File: src/rtl/register_block_arbiter.sv
// register_block_arbiter
// ----------------------
// Shares one register_block (2 read ports, 1 write port, one warp_selector)
// between the operand-read request from issue and two writeback sources
// (WB0 = ALU, WB1 = LSU). Grants are combinational from current inputs and
// state. The only state is the writeback round-robin pointer, the read
// starvation counter and the last granted warp.
//
// Optional feature macro: REGFILE_ARB_BYPASS_EN
//   defined   : a read/write address hazard does not block the co-grant.
//               bypass_k flags the operand that must take the written data.
//   undefined : a hazard blocks the co-grant. bypass_0/1 are tied to 0.
module register_block_arbiter #(
    parameter int NUM_LANES    = 16,
    parameter int ADDR_W       = 6,
    parameter int WARP_W       = 4,
    parameter int STARVE_LIMIT = 4
) (
    input  logic                 clk,
    input  logic                 rst_n,
    // operand read request
    input  logic                 rd_valid,
    input  logic [WARP_W-1:0]    rd_warp,
    input  logic [ADDR_W-1:0]    rd_addr_0,
    input  logic [ADDR_W-1:0]    rd_addr_1,
    input  logic [NUM_LANES-1:0] rd_mask_0,
    input  logic [NUM_LANES-1:0] rd_mask_1,
    output logic                 rd_ready,
    // writeback requests
    input  logic                 wb_valid_0,
    input  logic                 wb_valid_1,
    input  logic [WARP_W-1:0]    wb_warp_0,
    input  logic [WARP_W-1:0]    wb_warp_1,
    input  logic [ADDR_W-1:0]    wb_addr_0,
    input  logic [ADDR_W-1:0]    wb_addr_1,
    input  logic [NUM_LANES-1:0] wb_mask_0,
    input  logic [NUM_LANES-1:0] wb_mask_1,
    output logic                 wb_ready_0,
    output logic                 wb_ready_1,
    // register_block controls
    output logic [NUM_LANES-1:0] write_en,
    output logic [ADDR_W-1:0]    waddr,
    output logic                 wb_sel,
    output logic [NUM_LANES-1:0] read_en_0,
    output logic [NUM_LANES-1:0] read_en_1,
    output logic [ADDR_W-1:0]    raddr_0,
    output logic [ADDR_W-1:0]    raddr_1,
    output logic [WARP_W-1:0]    warp_selector,
    output logic                 bypass_0,
    output logic                 bypass_1
);

    // The starvation counter is 4 bits wide because STARVE_LIMIT is at most 15.
    localparam int          CNT_W      = 4;
    localparam logic [CNT_W-1:0] STARVE_MAX = CNT_W'(STARVE_LIMIT);

    // ---------------------------------------------------------------------
    // State
    // ---------------------------------------------------------------------
    logic                 rr_ptr_reg;
    logic [CNT_W-1:0]     starve_cnt_reg;
    logic [WARP_W-1:0]    last_warp_reg;

    // ---------------------------------------------------------------------
    // Write candidate W
    // ---------------------------------------------------------------------
    logic                 w_valid;
    logic                 w_id;
    logic [WARP_W-1:0]    w_warp;
    logic [ADDR_W-1:0]    w_addr;
    logic [NUM_LANES-1:0] w_mask;

    // Pick the writeback candidate: the lone valid source, or rr_ptr when both are valid.
    always_comb begin
        w_valid = wb_valid_0 | wb_valid_1;
        if (wb_valid_0 && wb_valid_1) begin
            w_id = rr_ptr_reg;
        end else begin
            w_id = wb_valid_1;
        end
        w_warp = w_id ? wb_warp_1 : wb_warp_0;
        w_addr = w_id ? wb_addr_1 : wb_addr_0;
        w_mask = w_id ? wb_mask_1 : wb_mask_0;
    end

    // ---------------------------------------------------------------------
    // Per-read-port view: hazard detection and output steering
    // ---------------------------------------------------------------------
    logic [ADDR_W-1:0]    rd_addr_arr [2];
    logic [NUM_LANES-1:0] rd_mask_arr [2];
    logic [NUM_LANES-1:0] read_en_arr [2];
    logic [ADDR_W-1:0]    raddr_arr   [2];
    logic [1:0]           hazard;
    logic [1:0]           bypass_vec;

    logic                 rd_grant;
    logic                 wr_grant;

    assign rd_addr_arr[0] = rd_addr_0;
    assign rd_addr_arr[1] = rd_addr_1;
    assign rd_mask_arr[0] = rd_mask_0;
    assign rd_mask_arr[1] = rd_mask_1;

    genvar gi;
    generate
        for (gi = 0; gi < 2; gi++) begin : g_rd_port
            // A hazard needs the same warp, same register and at least one shared lane.
            assign hazard[gi] = rd_valid && w_valid
                                && (rd_warp == w_warp)
                                && (rd_addr_arr[gi] == w_addr)
                                && (|(rd_mask_arr[gi] & w_mask));

            // An ungranted read port drives zero enables and a zero address.
            assign read_en_arr[gi] = rd_grant ? rd_mask_arr[gi] : '0;
            assign raddr_arr[gi]   = rd_grant ? rd_addr_arr[gi] : '0;

`ifdef REGFILE_ARB_BYPASS_EN
            // The operand collector substitutes written lanes when both sides ran on a hazard.
            assign bypass_vec[gi] = rd_grant && wr_grant && hazard[gi];
`else
            assign bypass_vec[gi] = 1'b0;
`endif
        end
    endgenerate

    assign read_en_0 = read_en_arr[0];
    assign read_en_1 = read_en_arr[1];
    assign raddr_0   = raddr_arr[0];
    assign raddr_1   = raddr_arr[1];
    assign bypass_0  = bypass_vec[0];
    assign bypass_1  = bypass_vec[1];

    // ---------------------------------------------------------------------
    // Arbitration
    // ---------------------------------------------------------------------
    logic blocked;
    logic same_warp;
    logic starve_mode;

`ifdef REGFILE_ARB_BYPASS_EN
    assign blocked = 1'b0;
`else
    assign blocked = |hazard;
`endif

    assign same_warp   = (rd_warp == w_warp);
    assign starve_mode = rd_valid && (starve_cnt_reg == STARVE_MAX);

    // Decide the grants. Writes win in normal mode, reads win once starved.
    // Holding rst_n low forces every grant, and so every output, to zero.
    always_comb begin
        rd_grant = 1'b0;
        wr_grant = 1'b0;
        if (rst_n) begin
            if (!w_valid) begin
                rd_grant = rd_valid;
            end else if (starve_mode) begin
                rd_grant = 1'b1;
                wr_grant = same_warp && !blocked;
            end else begin
                wr_grant = 1'b1;
                rd_grant = rd_valid && same_warp && !blocked;
            end
        end
    end

    // Drive the handshake, write-port and warp_selector outputs from the grants.
    always_comb begin
        rd_ready   = rd_grant;
        wb_ready_0 = wr_grant && !w_id;
        wb_ready_1 = wr_grant && w_id;
        write_en   = wr_grant ? w_mask : '0;
        waddr      = wr_grant ? w_addr : '0;
        wb_sel     = wr_grant && w_id;
        if (rd_grant) begin
            warp_selector = rd_warp;
        end else if (wr_grant) begin
            warp_selector = w_warp;
        end else begin
            warp_selector = last_warp_reg;
        end
    end

    // ---------------------------------------------------------------------
    // State update
    // ---------------------------------------------------------------------

    // Round-robin pointer points away from the source that was just served.
    always_ff @(posedge clk or negedge rst_n) begin
        if (!rst_n) begin
            rr_ptr_reg <= 1'b0;
        end else if (wr_grant) begin
            rr_ptr_reg <= !w_id;
        end
    end

    // Count consecutive stalled read cycles, saturating at STARVE_LIMIT.
    always_ff @(posedge clk or negedge rst_n) begin
        if (!rst_n) begin
            starve_cnt_reg <= '0;
        end else if (rd_valid && !rd_grant) begin
            if (starve_cnt_reg != STARVE_MAX) begin
                starve_cnt_reg <= starve_cnt_reg + 1'b1;
            end
        end else begin
            starve_cnt_reg <= '0;
        end
    end

    // Remember the last granted warp so warp_selector is stable while idle.
    always_ff @(posedge clk or negedge rst_n) begin
        if (!rst_n) begin
            last_warp_reg <= '0;
        end else if (rd_grant || wr_grant) begin
            last_warp_reg <= warp_selector;
        end
    end

endmodule

File: config.mk
export PLATFORM = sky130hd
export DESIGN_NAME = register_block_arbiter
export DESIGN_NICKNAME = d
export VERILOG_FILES = /design/src/rtl/register_block_arbiter.sv
export SDC_FILE = /design/constraint.sdc
export NUM_CORES = 1
export LEC_CHECK = 0
export BUFFER_PORTS_ARGS = -buffer_cell sky130_fd_sc_hd__buf_2
export CORE_AREA = 2 2 69 84
export DETAILED_ROUTE_END_ITERATION = 16
export DIE_AREA = 0 0 71 86
export PLACE_DENSITY = 0.94
export SYNTH_ARGS = -nofsm -noshare
export SYNTH_HDL_FRONTEND = slang
export SYNTH_SLANG_ARGS = --single-unit
File: constraint.sdc
create_clock -name clk -period 4.4 [get_ports clk]
set_clock_uncertainty 0.2 [all_clocks]
set_input_delay 0.22 -clock clk [delete_from_list [all_inputs] [get_ports clk]]
set_output_delay 0.22 -clock clk [all_outputs]
set_load 0.005 [all_outputs]
* Yosys cells after proc, flatten, opt, wreduce, memory -nomap -nowiden *
Cells that the tools add are included.
W data, S select, Z words.

storage, ports and cells
  register bits = 9
  output and inout bits = 76
  logic and storage cells = 54

operators by class
  add/subtract/negate cells = 1
  reductions and logical operators = 21
  mux-type cells = 20
  eq/ne operators = 6
  bitwise logic cells = 3

operators with widths
  cell                   number
  $mux W16               4
  $and A16 B16 Y16       2
  $reduce_or A16 Y1      2
  $mux W6                4
  $mux W4                5
  $logic_and A1 B1 Y1    14
  $eq A6 B6 Y1           2
  $mux W1                7
  $add A4 B1 Y4 const B  1
  $eq A4 B3 Y1 const B   1
  $eq A4 B4 Y1           1
  $ne A4 B3 Y1 const B   1
  $logic_not A1 Y1       3
  $ne A2 B1 Y1 const B   1
  $reduce_or A2 Y1       1
  $logic_or A1 B1 Y1     1
  $or A1 B1 Y1           1

* Logic depth before layout (Yosys ltp) *
Gate-level depths: netlist of run 1.

  word-level depth = 16
  depth in mapped cells = 14
  mapped depth without buffers = 9

* Worst setup path before layout of run 1 *
No wires, ideal clock.

  path kind = reg2out
  start = register rr_ptr_reg
  end = output wb_sel
  setup slack = 1.405 ns
  required time = 3.980 ns
  cell stages (with the launch flop) = 13
  arrival time = 2.575 ns
  buffers on the path = 4
  path through = dfrtp_1 > nand2b_4 > buf_6 > and2_4 > buf_6 > buf_6 > mux2_2 > xor2_1 > nor4_1 > o31a_2 > a21oi_2 > nor3_1 > buf_4

on the way
  cells in the longest elaborated chain, start to end = 13
  elaborated cells between the ends (all ways) = 23
  classes of those cells = eq/ne: 3; mux: 7; bitwise: 2; reduce/logical: 11

ends and longest elaborated chain
  what                    line      text
  start, declared         60        logic rr_ptr_reg;
  start signal, assigned  193       rr_ptr_reg <= !w_id;
  $mux W1 *               76        if (wb_valid_0 && wb_valid_1) begin
  $mux W4                 81        w_warp = w_id ? wb_warp_1 : wb_warp_0;
  $eq A4 B4 Y1            109, 146
  $logic_and A1 B1 Y1     109       && (rd_warp == w_warp)
  $logic_and A1 B1 Y1     110       && (rd_addr_arr[gi] == w_addr)
  $logic_and A1 B1 Y1     111       && (|(rd_mask_arr[gi] & w_mask));
  $reduce_or A2 Y1        143       assign blocked = |hazard;
  $logic_not A1 Y1        159       wr_grant = same_warp && !blocked;
  $logic_and A1 B1 Y1     159
  $mux W1                 157       end else if (starve_mode) begin
  $mux W1                 155       if (!w_valid) begin
  $mux W1                 154       if (rst_n) begin
  $logic_and A1 B1 Y1 *   -
  end, declared           43        output logic wb_sel,

Mark *: on every way between the ends. The rest lies on a longest branch, timed or not.

* Worst setup path in the final report of run 1 *
  start = register rr_ptr_reg
  end = output warp_selector[3]

on the way
  cells in the longest elaborated chain, start to end = 14
  elaborated cells between the ends (all ways) = 29
  classes of those cells = eq/ne: 3; mux: 12; bitwise: 2; reduce/logical: 12

ends and longest elaborated chain
  what                 line      text
  $mux W1 *            76
  $mux W4              81
  $eq A4 B4 Y1         109, 146
  $logic_and A1 B1 Y1  109
  $logic_and A1 B1 Y1  110
  $logic_and A1 B1 Y1  111
  $reduce_or A2 Y1     143
  $logic_not A1 Y1     159, 162
  $logic_and A1 B1 Y1  159
  $mux W1              157
  $mux W1              155
  $mux W1              154
  $mux W4              177       end else if (wr_grant) begin
  $mux W4 *            175       if (rd_grant) begin
  end, declared        48        output logic [WARP_W-1:0] warp_selector,

Marked as above.

==> metrics.md, run 1 <==
| Metric | Value |
|---|---|
| Outcome | `complete, no violations` |
| RSZ-0062 raised after global routing | `no` |
| Rel. slew slack | `a little under a third` |
| Root Driver | `clkbuf_8` |
| Syn avg cell area | `approximately 7.1 um^2` |
| Clock Sinks | `9` |
| Post-synthesis sequential area ratio | `10.3%` |
| Starting density of the core | `between 40% and 50%` |
| EDFF count, synth | `0` |
| Yosys reg bits | `9` |
| First-pass GRT wire length | `around 12000 um` |
| CP Data Arrival Time | `around 3.7 ns` |
| Synthesized cell area | `approximately 2200 um^2` |
| HP Class | `in -> reg` |
| Gate power share | `between 60% and 70%` |
| Clock power share | `roughly 17%` |
| Final setup viols | `0` |
| Synth Instances | `approximately 300` |
| Largest cells by area after synthesis | `and2_1 (13%), dfrtp_1 (10%), nand4_1 (7.7%), o21ai_0 (6.6%), mux2i_1 (6.4%)` |
| Cells after DPL | `524` |
| Ports | `approximately 180` |
| Critical Path RT | `between 3 and 4 ns` |
| Pre-CTS WS | `roughly 0.28 ns` |
| Netlist cell types | `46` |
| Maxcap violations | `0` |
| Longest Clk Path Bufs | `2` |
| 1st-pass router iterations | `4` |
| Gpl congestion | `0.891` |
| Vias in the first global route | `around 2800` |
| Fin crit period | `4.12 ns` |
| ANT cells | `0` |
| Startpoint types | `register` |
| CP endpoint kind | `output port` |
| Row Count | `29` |
| Setup TNS | `0 ns` |
| Post-CTS Repair Setup Buffers | `0` |
| Post-Layout Cell Count | `530` |
| Synth area leader | `and2_1` |
| P_sw | `257 uW` |
| Chip height | `86 um` |
| Layout cell share with drive strength beyond 1 | `43.8%` |
| TritonCTS Buffers | `3` |
| Antenna viol nets, final | `0` |
| Asr flop ratio synth | `100%` |
| Later-pin clock latency in the skew report | `between 0.2 and 0.25 ns` |
| Initial antenna violation count | `0` |
| Final Cycle Share | `a little over nine tenths` |
| Worst slew pin tran | `1.03 ns` |
| H-tree levels | `1` |
| Clock transition at path regs | `0.05 ns` |
| Largest net degree at the start of global routing | `55` |
| CTS tree | `done` |
| Drt wl/cell | `15.8 um` |
| Final worst setup slack | `roughly 0.28 ns` |
| Most common cell after layout, fill and taps aside | `buf_2` |
| Worst vdd ir | `roughly 0.00016 V` |
| Layout net count | `approximately 580` |
| Crit path max fanout | `54` |
| Commonest non-fill, non-tap cells in the layout | `buf_2 (178), and2_1 (44), nand2_1 (33)` |
| Grt ovf | `0` |
| Critical path type | `reg -> out` |
| Slew Limit Fails | `0` |
| Core footprint | `roughly 5300 um^2` |
| Post-DP HPWL | `6530 um` |
| Fin. Hold Viols | `0` |
| Port Buffers | `around 180` |
| Yosys top cell area share | `~13%` |
| Initial DRC Count | `around 130` |
| DIE AREA | `about 6000 um^2` |
| GRT Total Usage | `25.1%` |
| PwrDens | `192 nW/um^2` |
| Total Routed Length | `approximately 8400 um` |
| Fmax | `about 0.24 GHz` |
| DRC | `0` |
| Die width | `about 71 um` |
| Leak | `between 0.0015 and 0.002 uW` |
| Vias | `between 2000 and 3000` |
| YS warnings | `0` |
| Internal Power | `around 340 uW` |
| Area grow syn2layout | `41.3%` |
| Most used flip-flop cell after synthesis | `dfrtp_1` |
| Seq pwr share | `roughly a fifth` |
| Sw frac | `43.3%` |
| Vias/cell | `between 5 and 6` |
## critical path, stage by stage, from the launching register on
cell and delay, ns:
dfrtp_1 0.36, nand2b_4 0.30, and2_4 0.40, mux2_2 0.40
a2111oi_0 0.57, nand4_1 0.22, a41o_1 0.28, o21a_2 0.22
inv_4 0.32, a221o_1 0.24, buf_2 0.11
## kinds of logic (layout without fill, tap and decap cells)
group,after synthesis,count (layout),share of synthesized area [%]
multiplexers,27,27,14.0
AND/OR/NAND/NOR,146,147,36.2
XOR/XNOR,18,18,7.22
AO/OA/AOI/OAI,69,69,22.1
other,1,2,0.172
buffers and inverters,35,194,8.93
adder cells (fa/ha/maj),2,2,1.15
flip-flops,9,9,10.3
## worst paths after layout
check | start | endpoint | slack, ns | cells past startpoint
min in group asynchronous | rst_n | last_warp_reg[2] | 0.20 | 2
max in group asynchronous | rst_n | starve_cnt_reg[0] | 3.56 | 2
hold / removal | rd_warp[0] | last_warp_reg[0] | 0.06 | 2
setup reg to reg | rr_ptr_reg | last_warp_reg[3] | 0.80 | 9
hold reg to reg | rr_ptr_reg | rr_ptr_reg | 0.45 | 2
setup / recovery | rr_ptr_reg | warp_selector[3] | 0.28 | 10
## metrics by stage
step	hold WS [ns]	util, %	power (uW)	area, um^2
floorplan	-0.276	-	346	2190
global placement	-0.0790	57.3	472	3020
detailed placement	-0.0745	57.3	486	3020
CTS	0.0546	58.5	592	3080
global route	0.0785	58.7	636	3090
finish	0.0602	58.7	594	3090
## cell type report
type | instances | area [um^2]
inverters | 9 | 36.3
flip-flops and latches | 9 | 225
well taps | 62 | 77.6
repair buffers | 181 | 916
multi-input cells | 265 | 1790
clock buffers | 4 | 45.0
fillers | 502 | 2170
## power groups by stage
stage | Combinational [uW] | Clock [uW] | Sequential (uW)
after floorplan | 235 | 0 | 111
after global placement | 360 | 0 | 112
after detailed placement | 372 | 0 | 114
after CTS | 377 | 102 | 113
after global routing | 418 | 103 | 115
final | 380 | 99.9 | 114
## synth_stat cells, types with 5 or more instances
library cell,instances
mux2i_1,14
clkbuf_1,9
a2111oi_0,8
buf_6,5
nor2_1,9
inv_1,8
a221o_1,8
buf_2,7
o21ai_0,29
and2_1,44
dfrtp_1,9
xnor2_1,8
mux2_2,9
nand4_1,27
nor3_1,21
nand2_1,33
xor2_1,10
## per-layer routing
layer / global-route usage [%] / vias to the layer above / wire length [um]
met5: 0 / - / 0
met3: 3.53 / 13 / 696
met4: 9.43 / 0 / 132
li1: - / 1445 / -
met2: 46.9 / 155 / 4390
met1: 28.6 / 1368 / 3170
## timing repair
item                                    4_1_cts  5_1_grt
pin swaps                                     0        1
cloned                                        0        1
resized for setup                             1        0
hold buffers                                  1        0
endpoints found under the setup margin        1       49
hold endpoints to repair                      9        0
(Power assumes the default switching activity.)
==> run 2: changes to the inputs <==
--- a/config.mk
+++ b/config.mk
@@ -10,6 +10,7 @@
 export DETAILED_ROUTE_END_ITERATION = 16
 export DIE_AREA = 0 0 71 86
 export PLACE_DENSITY = 0.94
+export REMOVE_ABC_BUFFERS = 1
 export SYNTH_ARGS = -nofsm -noshare
 export SYNTH_HDL_FRONTEND = slang
 export SYNTH_SLANG_ARGS = --single-unit
==> run 2 against run 1 <==
Sequential power is essentially flat; largest power group unchanged; fmax grew 2.8%; sequential cell count is the same; largest cell class unchanged; final cell count grew 0.57%; clock power shrank 2.2%; critical endpoint unchanged; hold slack is essentially flat; cell area grew 0.73%; combinational power is essentially flat.
==> metrics.md, run 2 (synthesized netlist as in run 1, its figures left out) <==
| Metric | Value |
|---|---|
| DIE AREA | `between 6000 and 7000 um^2` |
| Leak | `approximately 0.0017 uW` |
| Vias in the first global route | `~2600` |
| H-tree levels | `1` |
| Fin. Hold Viols | `0` |
| Initial DRC Count | `about 220` |
| Slew Limit Fails | `0` |
| CP endpoint kind | `output port` |
| Port Buffers | `~180` |
| Startpoint types | `register` |
| Core footprint | `~5300 um^2` |
| Row Count | `29` |
| First-pass GRT wire length | `around 12000 um` |
| Drt wl/cell | `between 15 and 20 um` |
| Worst vdd ir | `approximately 0.0001 V` |
| Gate power share | `64.2%` |
| Initial antenna violation count | `0` |
| ANT cells | `0` |
| Layout net count | `roughly 580` |
| Grt ovf | `0` |
| Gpl congestion | `0.817` |
| Setup TNS | `0 ns` |
| Final Cycle Share | `between 90% and 100%` |
| Post-DP HPWL | `~6300 um` |
| CP Data Arrival Time | `about 3.6 ns` |
| Fmax | `0.249 GHz` |
| HP Class | `in -> reg` |
| Rel. slew slack | `between 30% and 40%` |
| Ports | `roughly 180` |
| Clock transition at path regs | `~0.050 ns` |
| Sw frac | `between 40 and 50%` |
| Vias | `just over 3000` |
| Total Routed Length | `8110 um` |
| Clock power share | `16.6%` |
| Post-CTS Repair Setup Buffers | `0` |
| Area grow syn2layout | `42.3%` |
| Crit path max fanout | `between 50 and 60` |
| Internal Power | `~340 uW` |
| CTS tree | `done` |
| PwrDens | `around 190 nW/um^2` |
| DRC | `0` |
| Antenna viol nets, final | `0` |
| Clock Sinks | `9` |
| Final setup viols | `0` |
| Utilization after layout | `roughly three fifths` |
| Critical Path RT | `~4 ns` |
| Chip height | `about 86 um` |
| Worst slew pin tran | `approximately 0.93 ns` |
| P_sw | `~250 uW` |
| RSZ-0062 raised after global routing | `no` |
| Maxcap violations | `0` |
| 1st-pass router iterations | `5` |
| Worst Hold Margin | `~0.06 ns` |
| Longest Clk Path Bufs | `2` |
| Most common cell after layout, fill and taps aside | `buf_2` |
| Fin crit period | `about 4 ns` |
| Layout cell share with drive strength beyond 1 | `around 44%` |
| TritonCTS Buffers | `3` |
| Pwr Total | `between 500 and 600 uW` |
| Die width | `~71 um` |
| Outcome | `complete, no violations` |
| Seq pwr share | `about a fifth` |
| Starting density of the core | `41.5%` |
| GRT Total Usage | `24.3%` |
| Root Driver | `clkbuf_8` |
| Later-pin clock latency in the skew report | `0.24 ns` |
| Largest net degree at the start of global routing | `55` |
| Commonest non-fill, non-tap cells in the layout | `buf_2 (178), and2_1 (44), nand2_1 (33)` |
| Critical path type | `reg -> out` |
| Vias/cell | `approximately 5.7` |
-- run 2: changes by cell type in the layout (fill, tap and decap cells not counted), sizes merged --
| cell | change |
|---|---|
| buf | +3 |
-- run 2: path summary, 6_finish.rpt --
path | to | slack [ns] | cells past startpoint | start
max in group asynchronous | rr_ptr_reg | 3.52 | 2 | rst_n
max | warp_selector[3] | 0.39 | 10 | rr_ptr_reg
min | last_warp_reg[0] | 0.06 | 2 | rd_warp[0]
min reg2reg | rr_ptr_reg | 0.44 | 2 | rr_ptr_reg
max reg2reg | last_warp_reg[3] | 0.89 | 9 | rr_ptr_reg
min in group asynchronous | last_warp_reg[0] | 0.23 | 2 | rst_n
-- run 2: power groups by stage --
stage                     registers, uW  logic, uW  clock network, uW
final                               113        379               97.7
after CTS                           113        376               97.4
after global placement              113        363                  0
after global routing                115        416                103
after detailed placement            114        373                  0
after floorplan                     111        211                  0
-- run 2: critical path: stages (launching register included) --
cell and delay [ns]:
dfrtp_1 0.35, nand2b_4 0.31, and2_4 0.38, mux2_2 0.39, a2111oi_0 0.51, nand4_1 0.22, a41o_1 0.28, o21a_2 0.22
inv_4 0.31, a221o_1 0.23, buf_2 0.11
-- run 2: repair_timing --
| action | in CTS | in global routing |
|---|---|---|
| hold buffers | 1 | 0 |
| gates resized for setup | 0 | 1 |
| hold endpoints to repair | 9 | 0 |
| setup endpoints to repair | 0 | 26 |
-- run 2: layout make-up --
class                   count  area, um^2
well taps                  62        77.6
repair buffers            184         938
fillers                   492        2150
flip-flops and latches      9         225
inverters                   9        36.3
multi-input cells         265        1790
clock buffers               4        45.0
-- run 2: layer usage --
| layer | track usage (%) | part of all wire, % | up-vias |
|---|---|---|---|
| met1 | 28.5 | 38 | 1400 |
| li1 | - | - | 1449 |
| met4 | 6.17 | 1.6 | 0 |
| met5 | 0 | 0 | - |
| met3 | 2.82 | 6.7 | 19 |
| met2 | 46.3 | 54 | 170 |
-- run 2: metrics by stage --
stage / worst slack, ns / cell area [um^2] / std cells
CTS: 0.196 / 3090 / 532
detailed placement: 0.441 / 3040 / 527
global route: 0.119 / 3110 / 533
floorplan: 1.07 / 2030 / 282
finish: 0.388 / 3110 / 533
global placement: 0.495 / 3040 / 527
==> run 3: changes to the inputs <==
==> config.mk (replaced) <==
export PLATFORM = sky130hd
export DESIGN_NAME = register_block_arbiter
export DESIGN_NICKNAME = d
export VERILOG_FILES = /design/src/rtl/register_block_arbiter.sv
export SDC_FILE = /design/constraint.sdc
export NUM_CORES = 1
export LEC_CHECK = 0
export CORE_AREA = 2 2 70 72
export DETAILED_ROUTE_END_ITERATION = 16
export DIE_AREA = 0 0 72 74
export DONT_BUFFER_PORTS = 1
export PLACE_DENSITY = 0.72
export REMOVE_ABC_BUFFERS = 1
export SYNTH_ARGS = -nofsm -noshare
export SYNTH_HDL_FRONTEND = slang
export SYNTH_SLANG_ARGS = --single-unit
==> run 3 against run 2 <==
Cell area shrank 28%; non-clock buffer count is 175 lower; clock power is 2% higher; sequential cell count is the same; via count is 23% lower; critical endpoint is now warp_selector[0]; largest power group unchanged.
==> metrics.md, run 3 (synthesized netlist as in run 1, its figures left out) <==
| Metric | Value |
|---|---|
| Outcome | `complete, no violations` |
| Slew Limit Fails | `0` |
| Root Driver | `clkbuf_8` |
| Layout net count | `403` |
| HP Class | `in -> reg` |
| Min-delay src | `rd_valid` |
| Worst vdd ir | `0.000118 V` |
| Rel. slew slack | `around 33%` |
| Endpoint, Worst Hold | `last_warp_reg[3]` |
| Area grow syn2layout | `2.06%` |
| Port Buffers | `0` |
| Vias | `between 2000 and 2500` |
| Gpl congestion | `between 0.8 and 0.9` |
| TritonCTS Buffers | `3` |
| RSZ-0062 raised after global routing | `no` |
| Final worst setup slack | `0.256 ns` |
| Clock transition at path regs | `about 0.050 ns` |
| Worst R2R Start | `rr_ptr_reg` |
| Later-pin clock latency in the skew report | `0.24 ns` |
| Leak | `between 0.0008 and 0.0009 uW` |
| Chip height | `between 70 and 80 um` |
| Worst-path cell chain | `nand2b_4 > and2_4 > mux2_2 > a2111oi_0 > nand4_1 > a41o_1 > o21a_2 > inv_4 > a221o_1` |
| Crit path buffers/inverters | `1` |
| Worst slew pin tran | `0.998 ns` |
| Clock Sinks | `9` |
| Area occupied by multi-input gates | `~1800 um^2` |
| Initial DRC Count | `120` |
| Initial antenna violation count | `0` |
| Grt ovf | `0` |
| Worst Reg-to-Reg Cells | `9` |
| CP max stage delay | `about 0.56 ns` |
| Longest Clk Path Bufs | `2` |
| Crit path max fanout | `54` |
| Total Routed Length | `7160 um` |
| Maxcap violations | `0` |
| Commonest non-fill, non-tap cells in the layout | `and2_1 (44), nand2_1 (33), o21ai_0 (28)` |
| Pre-CTS WS | `0.473 ns` |
| PwrDens | `about 220 nW/um^2` |
| Critical Path RT | `about 4.0 ns` |
| Most common cell after layout, fill and taps aside | `and2_1` |
| Seq. cell area | `225 um^2` |
| Core footprint | `~4600 um^2` |
| CTS tree | `done` |
| Starting density of the core | `between 40% and 50%` |
| Post-CTS Repair Setup Buffers | `0` |
| Setup TNS | `0 ns` |
| Critical path type | `reg -> out` |
| Die width | `approximately 70 um` |
| CP endpoint kind | `output port` |
| Critical Path Source | `rr_ptr_reg` |
| Antenna viol nets, final | `0` |
| Row Count | `25` |
| Post-cts sizing count | `0` |
| Worst hold stages | `2` |
| Fin crit period | `4.14 ns` |
| Startpoint types | `register` |
| First-pass GRT wire length | `10400 um` |
| Ports | `about 180` |
| Internal reg-to-reg setup slack | `between 0.6 and 0.7 ns` |
| CP Data Arrival Time | `about 3.7 ns` |
| Fin. Hold Viols | `0` |
| Fmax | `roughly 0.24 GHz` |
| H-tree levels | `1` |
| Fillers | `about 460` |
| CP delay by family, top | `compound AO/OA/AOI/OAI gates` |
| Layout cell share with drive strength beyond 1 | `around a tenth` |
| CP max-delay cell | `a2111oi_0` |
| GRT Total Usage | `24.6%` |
| Post-DP HPWL | `between 5000 and 6000 um` |
| DIE AREA | `approximately 5300 um^2` |
| 1st-pass router iterations | `4` |
| Pwr Total | `around 480 uW` |
| Drt wl/cell | `20.5 um` |
| Vias/cell | `approximately 6.7` |
| CTS hold repair buffers | `6` |
| Vias in the first global route | `about 2100` |
| Final setup viols | `0` |
| ANT cells | `0` |
| DRC | `0` |
| Reg2reg end | `last_warp_reg[3]` |
| Final Cycle Share | `about 94%` |
| Largest net degree at the start of global routing | `between 50 and 60` |
run 3: worst max-delay path by stage:
stage,slack [ns],end,depth (start not counted)
after floorplan,1.07,warp_selector[0],9
after global placement,0.51,warp_selector[2],9
after detailed placement,0.47,warp_selector[1],9
after CTS,0.22,warp_selector[1],9
after global routing,0.03,warp_selector[3],9
final,0.26,warp_selector[0],9
run 3: per-layer routing:
metal | track usage (%) | up-vias | share of wire, %
li1 | - | 1093 | -
met1 | 30.9 | 1109 | 40
met2 | 43.5 | 120 | 52
met3 | 5.42 | 8 | 6.9
met4 | 5.03 | 0 | 1.4
met5 | 0 | - | 0
run 3: per-stage QoR:
| stage | std cells | hold WS (ns) | util, % | instance area, um^2 |
|---|---|---|---|---|
| after detailed placement | 339 | -0.275 | 46.2 | 2120 |
| final | 349 | 0.106 | 48.5 | 2230 |
| after global routing | 349 | 0.109 | 48.5 | 2230 |
| after global placement | 339 | -0.275 | 46.2 | 2120 |
| after floorplan | 282 | -0.276 | - | 2030 |
| after CTS | 349 | 0.0956 | 48.5 | 2230 |
run 3: report_power, final:
group          internal (uW)  switching [uW]
Clock                   62.1            37.3
Sequential              99.7            14.0
Combinational            118             152
run 3: layout make-up:
| cell class | count | area share (%) |
|---|---|---|
| Timing Repair Buffer | 9 | 3.70 |
| Clock buffer | 3 | 1.85 |
| Sequential cell | 9 | 10.1 |
| Multi-Input combinational cell | 264 | 79.5 |
| Inverter | 9 | 1.63 |
| Clock inverter | 1 | 0.224 |
| Tap cell | 54 | 3.03 |
